## config.mk

```make
export PLATFORM = sky130hd
export DESIGN_NAME = uart_tx_arbiter_flat
export DESIGN_NICKNAME = d
export VERILOG_FILES = /design/src/rtl/uart_tx_arbiter_if.sv /design/src/rtl/uart_tx_arbiter.sv /design/src/flat_wrapper.sv
export SDC_FILE = /design/constraint.sdc
export NUM_CORES = 1
export LEC_CHECK = 0
export CORE_UTILIZATION = 35
export CTS_CLUSTER_SIZE = 12
export DETAILED_ROUTE_END_ITERATION = 10
export GPL_ROUTABILITY_DRIVEN = 0
export SETUP_SLACK_MARGIN = 0.4
export SYNTH_ARGS = -nofsm -noshare
export SYNTH_HDL_FRONTEND = slang
export SYNTH_SLANG_ARGS = --single-unit
```

## constraint.sdc

```tcl
create_clock -name clk -period 2.95 [get_ports clk]
set_input_delay 0.59 -clock clk [delete_from_list [all_inputs] [get_ports clk]]
set_output_delay 0.59 -clock clk [all_outputs]
set_load 0.01 [all_outputs]
```

## src/rtl/uart_tx_arbiter_if.sv

```systemverilog
// Handshake bundle between byte requesters, the arbiter and one uart_tx.
// req_lock is present only when UART_TX_ARB_LOCK_EN is defined.
interface uart_tx_arbiter_if #(
  parameter int NUM_REQ   = 4,
  parameter int DATA_BITS = 8
);
  logic [NUM_REQ-1:0]           req_valid;
  logic [NUM_REQ*DATA_BITS-1:0] req_data;
  logic [NUM_REQ-1:0]           req_ack;
  logic [NUM_REQ-1:0]           grant;
  logic                         tx_valid;
  logic [DATA_BITS-1:0]         tx_data;
  logic                         tx_ready;
  logic                         busy;
  logic                         timeout_err;
`ifdef UART_TX_ARB_LOCK_EN
  logic [NUM_REQ-1:0]           req_lock;

  modport master (
    input  req_valid, req_data, req_lock, tx_ready,
    output req_ack, grant, tx_valid, tx_data, busy, timeout_err
  );
  modport slave (
    output req_valid, req_data, req_lock, tx_ready,
    input  req_ack, grant, tx_valid, tx_data, busy, timeout_err
  );
`else
  modport master (
    input  req_valid, req_data, tx_ready,
    output req_ack, grant, tx_valid, tx_data, busy, timeout_err
  );
  modport slave (
    output req_valid, req_data, tx_ready,
    input  req_ack, grant, tx_valid, tx_data, busy, timeout_err
  );
`endif
endinterface

```

## src/rtl/uart_tx_arbiter.sv

```systemverilog
// Round-robin sharing of one uart_tx between NUM_REQ byte sources.
// Define UART_TX_ARB_LOCK_EN to let an owner hold the serializer across frames via req_lock.
module uart_tx_arbiter #(
  parameter int NUM_REQ        = 4,
  parameter int DATA_BITS      = 8,
  parameter int TIMEOUT_CYCLES = 4096
) (
  input logic               clk,
  input logic               rst_n,
  uart_tx_arbiter_if.master bus
);
  localparam int PW = (NUM_REQ > 1) ? $clog2(NUM_REQ) : 1;
  localparam int CW = (TIMEOUT_CYCLES > 0) ? $clog2(TIMEOUT_CYCLES + 1) : 1;
  localparam logic [CW-1:0] CNT_MAX  = '1;
  localparam logic [CW-1:0] CNT_LAST = CW'(TIMEOUT_CYCLES - 1);

  typedef enum logic [1:0] {IDLE, ISSUE, DRAIN} state_e;

  state_e               state_q, state_d;
  logic [PW-1:0]        rr_q, rr_d;
  logic [CW-1:0]        cnt_q, cnt_d;
  logic [NUM_REQ-1:0]   ack_q, ack_d, grant_q, grant_d;
  logic                 tx_valid_q, tx_valid_d;
  logic [DATA_BITS-1:0] tx_data_q, tx_data_d;
  logic                 busy_q;
  logic                 tout_q, tout_d;

  logic [PW-1:0] win, sel;
  logic          found, lock_hit;

  // Scan downward so the requester closest to rr_q is the last (winning) assignment.
  always_comb begin
    win   = rr_q;
    found = 1'b0;
    for (int off = NUM_REQ - 1; off >= 0; off--) begin
      if (bus.req_valid[(int'(rr_q) + off) % NUM_REQ]) begin
        win   = PW'((int'(rr_q) + off) % NUM_REQ);
        found = 1'b1;
      end
    end
  end

`ifdef UART_TX_ARB_LOCK_EN
  logic [PW-1:0] own_q, own_d;
  logic          own_vld_q, own_vld_d;
  assign lock_hit = own_vld_q && bus.req_lock[own_q] && bus.req_valid[own_q];
  assign sel      = lock_hit ? own_q : win;
`else
  assign lock_hit = 1'b0;
  assign sel      = win;
`endif

  always_comb begin
    state_d    = state_q;
    rr_d       = rr_q;
    cnt_d      = cnt_q;
    ack_d      = '0;
    grant_d    = grant_q;
    tx_valid_d = tx_valid_q;
    tx_data_d  = tx_data_q;
    tout_d     = 1'b0;
`ifdef UART_TX_ARB_LOCK_EN
    own_d      = own_q;
    own_vld_d  = own_vld_q;
`endif
    unique case (state_q)
      IDLE: begin
        if (found && bus.tx_ready) begin
          state_d    = ISSUE;
          tx_valid_d = 1'b1;
          cnt_d      = '0;
          tx_data_d  = bus.req_data[int'(sel)*DATA_BITS +: DATA_BITS];
          grant_d    = NUM_REQ'(1) << sel;
          ack_d      = NUM_REQ'(1) << sel;
          if (!lock_hit) rr_d = PW'((int'(win) + 1) % NUM_REQ);
`ifdef UART_TX_ARB_LOCK_EN
          own_d      = sel;
          own_vld_d  = 1'b1;
`endif
        end
      end
      ISSUE: begin
        if (!bus.tx_ready) begin
          tx_valid_d = 1'b0;
          cnt_d      = '0;
          state_d    = DRAIN;
        end else if (TIMEOUT_CYCLES != 0 && cnt_q == CNT_LAST) begin
          // Serializer never accepted: drop the byte, its source was already acked.
          tx_valid_d = 1'b0;
          grant_d    = '0;
          tout_d     = 1'b1;
          cnt_d      = '0;
          state_d    = IDLE;
`ifdef UART_TX_ARB_LOCK_EN
          own_vld_d  = 1'b0;
`endif
        end else if (cnt_q != CNT_MAX) begin
          cnt_d = cnt_q + 1'b1;
        end
      end
      DRAIN: begin
        if (bus.tx_ready) begin
          grant_d = '0;
          state_d = IDLE;
        end
      end
      default: state_d = IDLE;
    endcase
  end

  always_ff @(posedge clk) begin
    if (!rst_n) begin
      state_q    <= IDLE;
      rr_q       <= '0;
      cnt_q      <= '0;
      ack_q      <= '0;
      grant_q    <= '0;
      tx_valid_q <= 1'b0;
      tx_data_q  <= '0;
      busy_q     <= 1'b0;
      tout_q     <= 1'b0;
`ifdef UART_TX_ARB_LOCK_EN
      own_q      <= '0;
      own_vld_q  <= 1'b0;
`endif
    end else begin
      state_q    <= state_d;
      rr_q       <= rr_d;
      cnt_q      <= cnt_d;
      ack_q      <= ack_d;
      grant_q    <= grant_d;
      tx_valid_q <= tx_valid_d;
      tx_data_q  <= tx_data_d;
      busy_q     <= (state_d != IDLE);
      tout_q     <= tout_d;
`ifdef UART_TX_ARB_LOCK_EN
      own_q      <= own_d;
      own_vld_q  <= own_vld_d;
`endif
    end
  end

  assign bus.req_ack     = ack_q;
  assign bus.grant       = grant_q;
  assign bus.tx_valid    = tx_valid_q;
  assign bus.tx_data     = tx_data_q;
  assign bus.busy        = busy_q;
  assign bus.timeout_err = tout_q;
endmodule
```

## src/flat_wrapper.sv

```systemverilog
// flat-port wrapper written by rule: the top's interface ports become plain ports
module uart_tx_arbiter_flat 
#(
  parameter int NUM_REQ        = 4,
  parameter int DATA_BITS      = 8,
  parameter int TIMEOUT_CYCLES = 4096
)
  (clk, rst_n, bus_req_valid, bus_req_data, bus_tx_ready, bus_req_ack, bus_grant, bus_tx_valid, bus_tx_data, bus_busy, bus_timeout_err);
  uart_tx_arbiter_if #(.NUM_REQ(NUM_REQ), .DATA_BITS(DATA_BITS)) bus_i ();
  input logic clk;
  input logic rst_n;
  input wire logic [$bits(bus_i.req_valid)-1:0] bus_req_valid;
  input wire logic [$bits(bus_i.req_data)-1:0] bus_req_data;
  input wire logic [$bits(bus_i.tx_ready)-1:0] bus_tx_ready;
  output wire logic [$bits(bus_i.req_ack)-1:0] bus_req_ack;
  output wire logic [$bits(bus_i.grant)-1:0] bus_grant;
  output wire logic [$bits(bus_i.tx_valid)-1:0] bus_tx_valid;
  output wire logic [$bits(bus_i.tx_data)-1:0] bus_tx_data;
  output wire logic [$bits(bus_i.busy)-1:0] bus_busy;
  output wire logic [$bits(bus_i.timeout_err)-1:0] bus_timeout_err;
  assign bus_i.req_valid = bus_req_valid;
  assign bus_i.req_data = bus_req_data;
  assign bus_i.tx_ready = bus_tx_ready;
  assign bus_req_ack = bus_i.req_ack;
  assign bus_grant = bus_i.grant;
  assign bus_tx_valid = bus_i.tx_valid;
  assign bus_tx_data = bus_i.tx_data;
  assign bus_busy = bus_i.busy;
  assign bus_timeout_err = bus_i.timeout_err;
  uart_tx_arbiter #(.NUM_REQ(NUM_REQ), .DATA_BITS(DATA_BITS), .TIMEOUT_CYCLES(TIMEOUT_CYCLES)) u_core (.clk(clk), .rst_n(rst_n), .bus(bus_i));
endmodule
```

# ---- Yosys cells after proc, flatten, opt, wreduce, memory -nomap -nowiden
# Index checks and enable logic that the tools add are counted.
dict set report op_classes {
  add_sub_neg 5
  order_cmp 4
  n_eq_ne 10
  n_shift 2
  n_mux 39
  bitwise_logic 3
  n_reduce_logical 14
}
# op count
set ops {}
lappend ops {{$mux W13} 4}
lappend ops {{$shiftx A32 B6 Y8} 1}
lappend ops {{$pmux W13 S2} 1}
lappend ops {{$mux W2} 8}
lappend ops {{$mux W4} 4}
lappend ops {{$mux W1} 15}
lappend ops {{$add A13 B1 Y13 const B} 1}
lappend ops {{$eq A13 B12 Y1 const B} 1}
lappend ops {{$ne A13 B13 Y1 const B} 1}
lappend ops {{$lt A3 B4 Y1 const B} 3}
lappend ops {{$pmux W4 S3} 1}
lappend ops {{$reduce_and A3 Y1} 4}
lappend ops {{$bmux W1 S2} 4}
lappend ops {{$pmux W2 S3} 1}
lappend ops {{$reduce_or A2 Y1} 3}
lappend ops {{$reduce_and A5 Y1} 1}
lappend ops {{$add A2 B1 Y2 const B} 2}
lappend ops {{$add A2 B2 Y2 const B} 2}
lappend ops {{$ne A2 B1 Y1 const B} 2}
lappend ops {{$ne A2 B2 Y1 const B} 2}
lappend ops {{$ne A4 B2 Y1 const B} 1}
lappend ops {{$reduce_bool A2 Y1} 2}
lappend ops {{$shl A1 B2 Y4 const A} 1}
lappend ops {{$and A1 B1 Y1 const A} 3}
lappend ops {{other kinds (9)} 9}
dict set report word_totals {
  register_bits 36
  input_bits 39
  output_inout_bits 19
  wordCells 86
}

# ---- Longest topological paths before layout
# Gate-level depths: netlist of the first run.
dict set report logic_depth {
  depth_word 14
  ltp_mapped 8
  ltp_nobuf 7
}

# ---- Worst setup path after synthesis of the first run
# No wires, ideal clock.
dict set report synth_path {
  kind {input to register}
  startpoint {input port bus_req_valid[0]}
  endpoint {register u_core.grant_q[0], in the netlist u_core.bus.grant[0]}
  setup_ps 127
  arrival_ps 1888
  required_time_ps 2823
  setup_slack_ps 935
  stages 8
  path_buffers 1
  cell_sequence {nor2b_1 or4_4 nand2_4 buf_12 inv_1 ha_1 nand3b_1 mux2i_1}
}
dict set report synth_between {
  elab_chain_len 10
  elab_cells_between_ends 25
  cone_classes {eq/ne (1); shift (1); mux (21); reduce/logical (2)}
}
# element line
set synth_lines {}
lappend synth_lines {{start: declaration} flat_wrapper.sv:12} ;# input wire logic [$bits(bus_i.req_valid)-1:0] bus_req_valid;
lappend synth_lines {{$bmux W1 S2} uart_tx_arbiter.sv:36} ;# if (bus.req_valid[(int'(rr_q) + off) % NUM_REQ]) begin
lappend synth_lines {{$mux W1 (not written as such) (2 in series)} uart_tx_arbiter.sv:36}
lappend synth_lines {{$mux W2 or $mux W1 (tied branches) (4 in series)} uart_tx_arbiter.sv:36}
lappend synth_lines {{$shl A1 B2 Y4 or $logic_and A1 B1 Y1 (tied branches)} {uart_tx_arbiter.sv:73, uart_tx_arbiter.sv:68}}
lappend synth_lines {{$mux W4 or $ne A2 B1 Y1 (tied branches)} -}
lappend synth_lines {{$pmux W4 S3 or $reduce_and A5 Y1 (tied branches)} -}
lappend synth_lines {{end signal: assignment} uart_tx_arbiter.sv:131} ;# grant_q <= grant_d;
lappend synth_lines {{end: declaration} uart_tx_arbiter.sv:22} ;# logic [NUM_REQ-1:0] ack_q, ack_d, grant_q, grant_d;
# Parallel ways exist; a longest one is shown, timed or not. The select of a mux whose other input is x is not followed.
# A chain may end at the register's enable or synchronous reset.

# ---- Final worst setup path of the first run
dict set report layout_path {
  startpoint {input port bus_req_valid[3]}
  endpoint {register u_core.grant_q[1], in the netlist u_core.bus.grant[1]}
}
# Same word-level chain as after synthesis.

==> results of run 1 <==
## cell type report
class	instances	area [um2]
clock buffers	7	96.3
fillers	486	2520
inverters	9	33.8
multi-input cells	163	1140
flip-flops and latches	36	721
well taps	70	87.6
repair buffers	61	601
## per-layer routing
metal	GRT usage (%)	wire length [um]	share of wire (%)
met1	23.5	2360	52
met2	24.1	1930	43
met3	4.43	230	5.1
met4	2.69	22	0.48
met5	0	0	0
## worst max-delay path, delay by kind of cell
kind	cells	cell delay, ns
adders and majority gates	1	0.20
buffers and inverters	2	0.70
muxes	1	0.08
and+or+nand+nor	4	1.04
## report_power, final
group	leakage [nW]	internal [mW]	total [mW]	switching (mW)
clock	0.0503	0.208	0.375	0.167
combinational	0.645	0.169	0.316	0.148
sequential	0.293	0.519	0.539	0.0201
## Yosys cell counts, types with 2 or more instances
| cell | instances |
|---|---|
| nand3_1 | 18 |
| or3_1 | 2 |
| mux2i_1 | 21 |
| nand3b_1 | 5 |
| clkbuf_1 | 4 |
| nand2_1 | 16 |
| and2_1 | 2 |
| inv_1 | 9 |
| xnor2_1 | 9 |
| and3_1 | 4 |
| nor3_1 | 5 |
| o221ai_1 | 8 |
| o21bai_1 | 3 |
| nor4_1 | 6 |
| or2_2 | 2 |
| dfxtp_1 | 36 |
| a21boi_0 | 4 |
| o21ai_0 | 4 |
| a21oi_1 | 4 |
| nor2b_1 | 3 |
| nor2_1 | 16 |
| ha_1 | 9 |
| nand4_1 | 3 |
| o211a_1 | 2 |
## cell families after synthesis
| kind of cell | count (synthesis) | share of synthesized area [%] |
|---|---|---|
| simple gates | 92 | 26.0 |
| xor+xnor | 9 | 4.07 |
| fa+ha+maj | 9 | 5.81 |
| compound gates | 32 | 12.3 |
| buf+inv | 15 | 3.81 |
| mux | 21 | 10.8 |
| flops | 36 | 37.2 |
## registers in the layout, indices dropped and copies added (netlist names)
signal	cells
u_core.bus.busy	1
u_core.bus.grant	4
u_core.bus.req_ack	4
u_core.bus.timeout_err	1
u_core.bus.tx_data	8
u_core.bus.tx_valid	1
u_core.cnt_q	13
u_core.rr_q	2
u_core.state_q	2
## stage by stage
step,instance area (um2),hold WS [ns],cells,utilization [%]
6_report,2680,0.458,346,51.5
5_1_grt,2680,0.483,346,51.5
4_1_cts,2680,0.461,346,51.5
3_5_place_dp,2590,0.448,339,49.7
3_3_place_gp,2590,0.450,339,49.7
2_1_floorplan,1940,0.431,214,-
## final timing paths
check	from	endpoint	slack, ns	cells past startpoint
hold / removal	u_core.bus.grant[0]$_SDFFE_PN0P_	u_core.bus.grant[0]$_SDFFE_PN0P_	0.46	2
setup reg to reg	u_core.cnt_q[2]$_SDFFE_PN0P_	u_core.cnt_q[3]$_SDFFE_PN0P_	1.01	5
hold reg to reg	u_core.bus.grant[0]$_SDFFE_PN0P_	u_core.bus.grant[0]$_SDFFE_PN0P_	0.46	2
setup / recovery	bus_req_valid[3]	u_core.bus.grant[1]$_SDFFE_PN0P_	0.49	8
==> flow_summary.json, run 1 <==
{
  "outcome": "complete, no violations",
  "synth_top_cell_area_share_pct": 37.2,
  "grtUsageTotal_pct": 16.2,
  "cts.clk_slew.worst_paths_ns": 0.07,
  "final_antenna_net_count": 0,
  "total_power_mw": 1.23,
  "tightest_slew_ns": 0.569,
  "start_util_pct": 37.2,
  "drc": 0,
  "arrival_ns": 2.62,
  "routed_via_density": 5.09,
  "antenna_found_initial": 0,
  "final_common_cell": "clkdlybuf4s50_1",
  "postCtsSetupBuffers": 0,
  "firstDrtPassIters": 4,
  "cts_sinks": 36,
  "fmaxAchievable_mhz": 407,
  "num_vias": 1761,
  "synth_edf_count": 0,
  "drv_cap": 0,
  "portBuffers": 57,
  "worst_slack_ns": 0.494,
  "pre_cts_ws_ns": 0.200,
  "clk-insertion-delay-late_ns": 0.28,
  "cts_buffer_depth": 2,
  "synth_top_flop_cell": "dfxtp_1",
  "yosys.area.top_type": "dfxtp_1",
  "power.density_nw_per_um2": 458,
  "yosysSeqAreaShare_pct": 37.2,
  "final_nets": 324,
  "grt_pass1_vias": 1689,
  "crit_type": "primary input to flip-flop",
  "slew_headroom_pct": 62.0,
  "synthToLayoutAreaGrowth_pct": 38.4,
  "period_share_pct": 83.3,
  "clock_skew_ns": 0.00483,
  "hold_violations": 0,
  "hold_path_class": "flip-flop to flip-flop",
  "final.min_clock_period_ns": 2.46,
  "finalSetupViolCount": 0,
  "htree_levels": 2,
  "dp_hpwl_mm": 3.40,
  "cp-start-kind": "primary input",
  "grt_max_degree": 20,
  "avgSynthCellArea_um2": 9.06,
  "synth_nets": 262,
  "dieWidth_um": 76.4,
  "netlist-cell-type-count": 43,
  "first_iter_violations": 62,
  "ios": 58,
  "max-vdd-ir-drop_v": 0.000290,
  "yosysWarnings": 0,
  "critPathMaxStageDelay_ns": 0.59,
  "die_h_um": 76.4,
  "post_cts_resized": 0,
  "cp.required_ns": 3.11,
  "drt-total-wl_mm": 4.54,
  "overflow": 0,
  "netlist_top_cells_area": "dfxtp_1 (37%), mux2i_1 (11%), ha_1 (5.8%)",
  "antenna_cells": 0,
  "synth_area_um2": 1940,
  "die_area_um2": 5840,
  "placementRows": 26,
  "numCtsBuffers": 5,
  "slew_viol_final": 0,
  "async_flop_share_pct": 0,
  "leakage_nw": 0.988,
  "rsz0062_at_grt": "no",
  "grt_pass1_wl_mm": 7.78,
  "endpoint_kind": "flip-flop",
  "crit_chain": "clkdlybuf4s50_1 -> and3b_1 -> or4_4 -> nand2_4 -> inv_1 -> ha_1 -> nand3b_1 -> mux2i_1",
  "cts_tree": "yes",
  "final_cell_mix": "clkdlybuf4s50_1 (57), dfxtp_1 (36), mux2i_1 (21), nand3_1 (18)",
  "cts_root_buf": "clkbuf_8",
  "synth_cells": 214,
  "worstPathMaxFanout": 19,
  "core_area_um2": 5200,
  "drive_gt1_share_pct": 6.16,
  "synth-seq-cells": 36,
  "finalSetupTns_ns": 0,
  "slowest_stage": "clkdlybuf4s50_1",
  "wl_per_cell_um": 13.1,
  "cts_hold_buf": 0
}
(Power assumes the default switching activity.)
==> inputs of run 2 (changes only) <==
Clock period 2.95 ns to 2.22 ns, I/O delays scaled along.
==> run 2 against run 1 <==
  * Count of clock-buffer cells in the layout fell by 1
  * Register-to-register slack got worse by 0.53 ns
  * Critical path depth fell by 1
  * Design area rose by 14%
  * Clock power rose by 15%
  * First-iteration DRC count rose by 71%
  * Via count rose by 8.3%
  * Critical path type unchanged
  * Hold slack improved by 0.0066 ns
  * Non-clock buffer count rose by 22
==> flow_summary.json, run 2 (same netlist as run 1, synthesis figures left out) <==
{
  "final_util_pct": 58.9,
  "dieWidth_um": 76.4,
  "start_util_pct": 37.2,
  "crit_chain": "clkdlybuf4s15_1 -> o41a_1 -> mux2i_1 -> buf_4 -> nor3_1 -> xnor2_1 -> nor2_1",
  "clk-insertion-delay-late_ns": 0.28,
  "grtUsageTotal_pct": 18.9,
  "cts_tree": "yes",
  "hold_violations": 0,
  "total_power_mw": 1.73,
  "fin_cells": 372,
  "ios": 58,
  "max-vdd-ir-drop_v": 0.000333,
  "slew_viol_final": 0,
  "drv_cap": 0,
  "reg2reg_to": "u_core.bus.tx_data[4]$_SDFFE_PN0P_",
  "num-fill-cells": 490,
  "rsz0062_at_grt": "no",
  "drive_gt1_share_pct": 24.5,
  "slowest_stage": "o41a_1",
  "grt_max_degree": 19,
  "drc": 0,
  "fmaxAchievable_mhz": 567,
  "arrival_ns": 1.92,
  "cts_root_buf": "clkbuf_8",
  "final_antenna_net_count": 0,
  "final_cell_mix": "clkdlybuf4s50_1 (52), dfxtp_1 (25), buf_4 (22), mux2i_1 (21), nand3_1 (17)",
  "placementRows": 26,
  "cts.clk_slew.worst_paths_ns": 0.07,
  "dp_hpwl_mm": 3.58,
  "largest_reg_flops": 13,
  "r2r_slack_ns": 0.48,
  "period_share_pct": 79.4,
  "place_inst": 353,
  "grt_pass1_vias": 1867,
  "core_area_um2": 5200,
  "final_common_cell": "clkdlybuf4s50_1",
  "slew_headroom_pct": 71.5,
  "cp-start-kind": "primary input",
  "final.min_clock_period_ns": 1.76,
  "wl_per_cell_um": 14.1,
  "numCtsBuffers": 5,
  "grt_pass1_wl_mm": 8.93,
  "synthToLayoutAreaGrowth_pct": 58.2,
  "r2r_cells": 5,
  "cp.required_ns": 2.38,
  "htree_levels": 2,
  "critPathMaxStageDelay_ns": 0.50,
  "crit_type": "primary input to flip-flop",
  "die_area_um2": 5840,
  "first_iter_violations": 106,
  "drt-total-wl_mm": 5.25,
  "die_h_um": 76.4,
  "hold_path_class": "flip-flop to flip-flop",
  "clock_skew_ns": 0.00337,
  "regMostFlops": "u_core.cnt_q",
  "leakage_nw": 1.15,
  "worstPathMaxFanout": 7,
  "routed_via_density": 5.13,
  "tightest_slew_ns": 0.426,
  "cts_sinks": 36,
  "antenna_cells": 0,
  "cts_buffer_depth": 2,
  "power.density_nw_per_um2": 563,
  "num_vias": 1907,
  "overflow": 0,
  "cp-endpoint": "u_core.cnt_q[2]$_SDFFE_PN0P_",
  "firstDrtPassIters": 4,
  "portBuffers": 57,
  "final_nets": 350,
  "r2r-start": "u_core.rr_q[1]$_SDFFE_PN0P_",
  "outcome": "complete, no violations",
  "startpoint": "bus_req_valid[2]",
  "endpoint_kind": "flip-flop",
  "finalSetupViolCount": 0,
  "antenna_found_initial": 0
}
run 2: what timing repair did:
item | in CTS | in global routing
setup buffers | 4 | 3
gates cloned | 4 | 1
endpoints found under the setup margin | 34 | 24
hold buffers | 0 | 0
gates resized for setup | 26 | 26
pin swaps | 5 | 7
run 2: worst max-delay path, delay by kind of cell:
family | cells | cell delay, ns
xor gates and xnor gates | 1 | 0.15
AOI/OAI and AO/OA | 1 | 0.50
muxes | 1 | 0.25
buffers and inverters | 2 | 0.45
and+or+nand+nor | 2 | 0.13
run 2: layout make-up:
cell class / instances / area [um2] / area share [%]
clock inverter: 1 / 5.00 / 0.163
tap: 70 / 87.6 / 2.86
inverter: 9 / 38.8 / 1.26
timing repair buffer: 83 / 795 / 25.9
clock buffer: 6 / 72.6 / 2.37
multi-input combinational: 167 / 1330 / 43.4
sequential: 36 / 737 / 24.0
run 2: worst min path at each step:
stage / from / depth (start not counted) / end / slack (ns)
after floorplan: u_core.cnt_q[12]$_SDFFE_PN0P_ / 2 / u_core.cnt_q[12]$_SDFFE_PN0P_ / 0.43
after global placement: u_core.cnt_q[12]$_SDFFE_PN0P_ / 2 / u_core.cnt_q[12]$_SDFFE_PN0P_ / 0.45
after detailed placement: u_core.cnt_q[12]$_SDFFE_PN0P_ / 2 / u_core.cnt_q[12]$_SDFFE_PN0P_ / 0.45
after CTS: u_core.cnt_q[12]$_SDFFE_PN0P_ / 2 / u_core.cnt_q[12]$_SDFFE_PN0P_ / 0.46
after global routing: u_core.cnt_q[12]$_SDFFE_PN0P_ / 2 / u_core.cnt_q[12]$_SDFFE_PN0P_ / 0.50
final: u_core.bus.grant[1]$_SDFFE_PN0P_ / 2 / u_core.bus.grant[1]$_SDFFE_PN0P_ / 0.47
run 2: per-stage QoR:
stage,area (um2),worst slack [ns],hold WS (ns),setup TNS (ns)
3_5_place_dp,2780,-0.183,0.453,-3.91
6_report,3070,0.456,0.465,0
2_1_floorplan,2000,0.396,0.431,0
4_1_cts,2970,0.405,0.464,0
5_1_grt,3070,0.402,0.499,0
3_3_place_gp,2780,-0.166,0.449,-3.62
run 2: report_power, final:
group | internal, mW | switching [mW] | total [mW]
registers | 0.691 | 0.0279 | 0.719
logic | 0.314 | 0.262 | 0.575
clock network | 0.213 | 0.219 | 0.433
total | 1.22 | 0.509 | 1.73
run 2: per-layer routing:
metal	vias up	track usage, %	share of wire (%)
li1	960	-	-
met5	-	0	0
met3	2	3.83	5.7
met2	56	29.5	46
met4	0	4.62	0.40
met1	889	26.4	48
==> inputs of run 3 (changes only) <==
Clock period 2.22 ns to 1.8 ns, I/O delays scaled along.
==> run 3 against run 2 <==
  * The flow now finishes with violations (setup timing)
  * Die area is the same
  * Combinational power grew 66%
  * Critical path depth grew 1
  * Register-to-register slack lost 0.51 ns
  * Core utilization grew 16 points
  * Sequential cell count is the same
  * Design area grew 28%
  * First-iteration DRC count shrank 11%
  * Total power grew 48%
  * Cell count grew 11%
  * Non-clock buffer count grew 42
  * Sequential power grew 22%
  * Largest cell class unchanged
  * Largest power group is now combinational cells
==> flow_summary.json, run 3 (same netlist as run 1, synthesis figures left out) <==
{
  "slew_viol_final": 0,
  "clk-insertion-delay-late_ns": 0.29,
  "r2r_cells": 8,
  "rsz0062_at_grt": "yes",
  "grt_pass1_wl_mm": 10.5,
  "cp-endpoint": "u_core.cnt_q[5]$_SDFFE_PN0P_",
  "fmaxAchievable_mhz": 548,
  "grt_max_degree": 16,
  "critPathMaxStageDelay_ns": 0.37,
  "die_area_um2": 5840,
  "drt-total-wl_mm": 7.11,
  "wl_per_cell_um": 17.2,
  "num_vias": 2165,
  "cts_root_buf": "clkbuf_8",
  "worstPathMaxFanout": 5,
  "dp_hpwl_mm": 3.77,
  "slowest_stage": "dfxtp_2",
  "final_antenna_net_count": 0,
  "ios": 58,
  "endpoint_kind": "flip-flop",
  "grtUsageTotal_pct": 22.7,
  "antenna_found_initial": 0,
  "final.min_clock_period_ns": 1.83,
  "r2r-start": "u_core.cnt_q[11]$_SDFFE_PN0P_",
  "antenna_cells": 0,
  "overflow": 0,
  "numCtsBuffers": 5,
  "placementRows": 26,
  "crit_type": "flip-flop to flip-flop",
  "synthToLayoutAreaGrowth_pct": 102,
  "cp-start-kind": "flip-flop",
  "cts.clk_slew.worst_paths_ns": 0.08,
  "start_util_pct": 37.2,
  "outcome": "finished, violations left",
  "hold_path_class": "flip-flop to flip-flop",
  "leakage_nw": 1.53,
  "pre_cts_ws_ns": -0.515,
  "met1_usage_pct": 25.3,
  "hold_violations": 0,
  "regMostFlops": "u_core.cnt_q",
  "htree_levels": 2,
  "startpoint": "u_core.cnt_q[11]$_SDFFE_PN0P_",
  "worst_slack_ns": -0.0261,
  "met3_usage_pct": 5.87,
  "drv_cap": 0,
  "clock_skew_ns": 0.00826,
  "cts_sinks": 36,
  "violations": "setup timing",
  "portBuffers": 57,
  "final_nets": 391,
  "crit_chain": "nand4_1 -> buf_4 -> nor4_4 -> nor2_4 -> o21ai_4 -> buf_6 -> buf_12 -> nor2_2",
  "power.density_nw_per_um2": 649,
  "finalSetupViolCount": 9,
  "drive_gt1_share_pct": 48.3,
  "grt_pass1_vias": 2237,
  "max-vdd-ir-drop_v": 0.000366,
  "reg2reg_to": "u_core.cnt_q[5]$_SDFFE_PN0P_",
  "arrival_ns": 2.01,
  "met2_usage_pct": 41.7,
  "final_common_cell": "buf_4",
  "largest_reg_flops": 13,
  "cts_tree": "yes",
  "cpLargestDelayFamily": "simple AND/OR/NAND/NOR gates",
  "design_area_um2": 3920,
  "final_cell_mix": "buf_4 (47), clkdlybuf4s50_1 (33), dfxtp_1 (22), mux2i_1 (20), dlygate4sd2_1 (20)",
  "slew_headroom_pct": 76.3,
  "top_usage_layer": "met2",
  "firstDrtPassIters": 4,
  "period_share_pct": 101,
  "placed_area_um2": 3010,
  "final_util_pct": 75.4,
  "drc": 0,
  "tightest_slew_ns": 0.354,
  "first_iter_violations": 94,
  "worst-path-stages": 8,
  "crit_buf_inv": 3,
  "cts_buffer_depth": 2,
  "routed_via_density": 5.23,
  "core_area_um2": 5200,
  "cp.required_ns": 1.98,
  "cts_hold_buf": 0,
  "dieWidth_um": 76.4,
  "die_h_um": 76.4,
  "r2r_slack_ns": -0.03
}
[run 3: cell types whose count changed in the layout (fill, tap and decap cells not counted), moves of 5 or more]
cell,previous run,this run
buf_4,22,47
clkdlybuf4s50_1,52,33
dlygate4sd2_1,2,20
buf_6,1,15
nor2_1,15,4
nor2_4,0,9
nor4_4,0,6
dfxtp_4,1,6
xnor2_1,9,4
xnor2_2,0,5
[run 3: power breakdown]
group / internal, mW / total (mW) / switching (mW)
combinational: 0.532 / 0.955 / 0.423
clock: 0.410 / 0.718 / 0.308
sequential: 0.845 / 0.874 / 0.0289
total: 1.79 / 2.55 / 0.761
[run 3: cell type report]
type	instances	area, um2
Sequential cell	36	753
Multi-Input combinational cell	166	1700
Timing Repair Buffer	125	1220
Tap cell	70	87.6
Clock buffer	5	68.8
Fill cell	352	1280
Inverter	9	43.8
Clock inverter	3	42.5
[run 3: worst min-delay path, stage by stage (launching register included)]
cell and delay [ns]:
dfxtp_1 0.31, nand2_1 0.05, mux2i_1 0.06
[run 3: how the worst min path moves through the flow]
stage / cells past startpoint / endpoint / slack, ns / from
6_report: 2 / u_core.bus.grant[0]$_SDFFE_PN0P_ / 0.46 / u_core.bus.grant[0]$_SDFFE_PN0P_
5_1_grt: 2 / u_core.bus.grant[1]$_SDFFE_PN0P_ / 0.48 / u_core.bus.grant[1]$_SDFFE_PN0P_
4_1_cts: 2 / u_core.bus.grant[0]$_SDFFE_PN0P_ / 0.47 / u_core.bus.grant[0]$_SDFFE_PN0P_
3_5_place_dp: 2 / u_core.bus.grant[0]$_SDFFE_PN0P_ / 0.46 / u_core.bus.grant[0]$_SDFFE_PN0P_
3_3_place_gp: 2 / u_core.bus.grant[1]$_SDFFE_PN0P_ / 0.45 / u_core.bus.grant[1]$_SDFFE_PN0P_
2_1_floorplan: 2 / u_core.cnt_q[1]$_SDFFE_PN0P_ / 0.46 / u_core.cnt_q[1]$_SDFFE_PN0P_
[run 3: per-stage QoR]
step / setup TNS (ns) / hold slack [ns] / cells / total power, mW
floorplan: 0 / 0.456 / 214 / 1.26
global placement: -12.78 / 0.451 / 368 / 1.60
detailed placement: -13.67 / 0.461 / 368 / 1.60
CTS: 0 / 0.470 / 407 / 2.50
global route: -0.916 / 0.483 / 414 / 2.67
finish: -0.0912 / 0.463 / 414 / 2.55
[run 3: metal layers]
metal | up-vias | share of wire [%] | wire (um)
met1 | 1038 | 40 | 2850
met5 | - | 0 | 0
met4 | 0 | 2.1 | 147
li1 | 1048 | - | -
met3 | 12 | 4.8 | 338
met2 | 67 | 53 | 3770
[run 3: repair_timing]
| action | 4_1_cts | 5_1_grt |
|---|---|---|
| endpoints found under the setup margin | 54 | 35 |
| pin swaps | 32 | 23 |
| resized for setup | 99 | 54 |
| gates cloned | 6 | 0 |
| setup buffers | 25 | 7 |
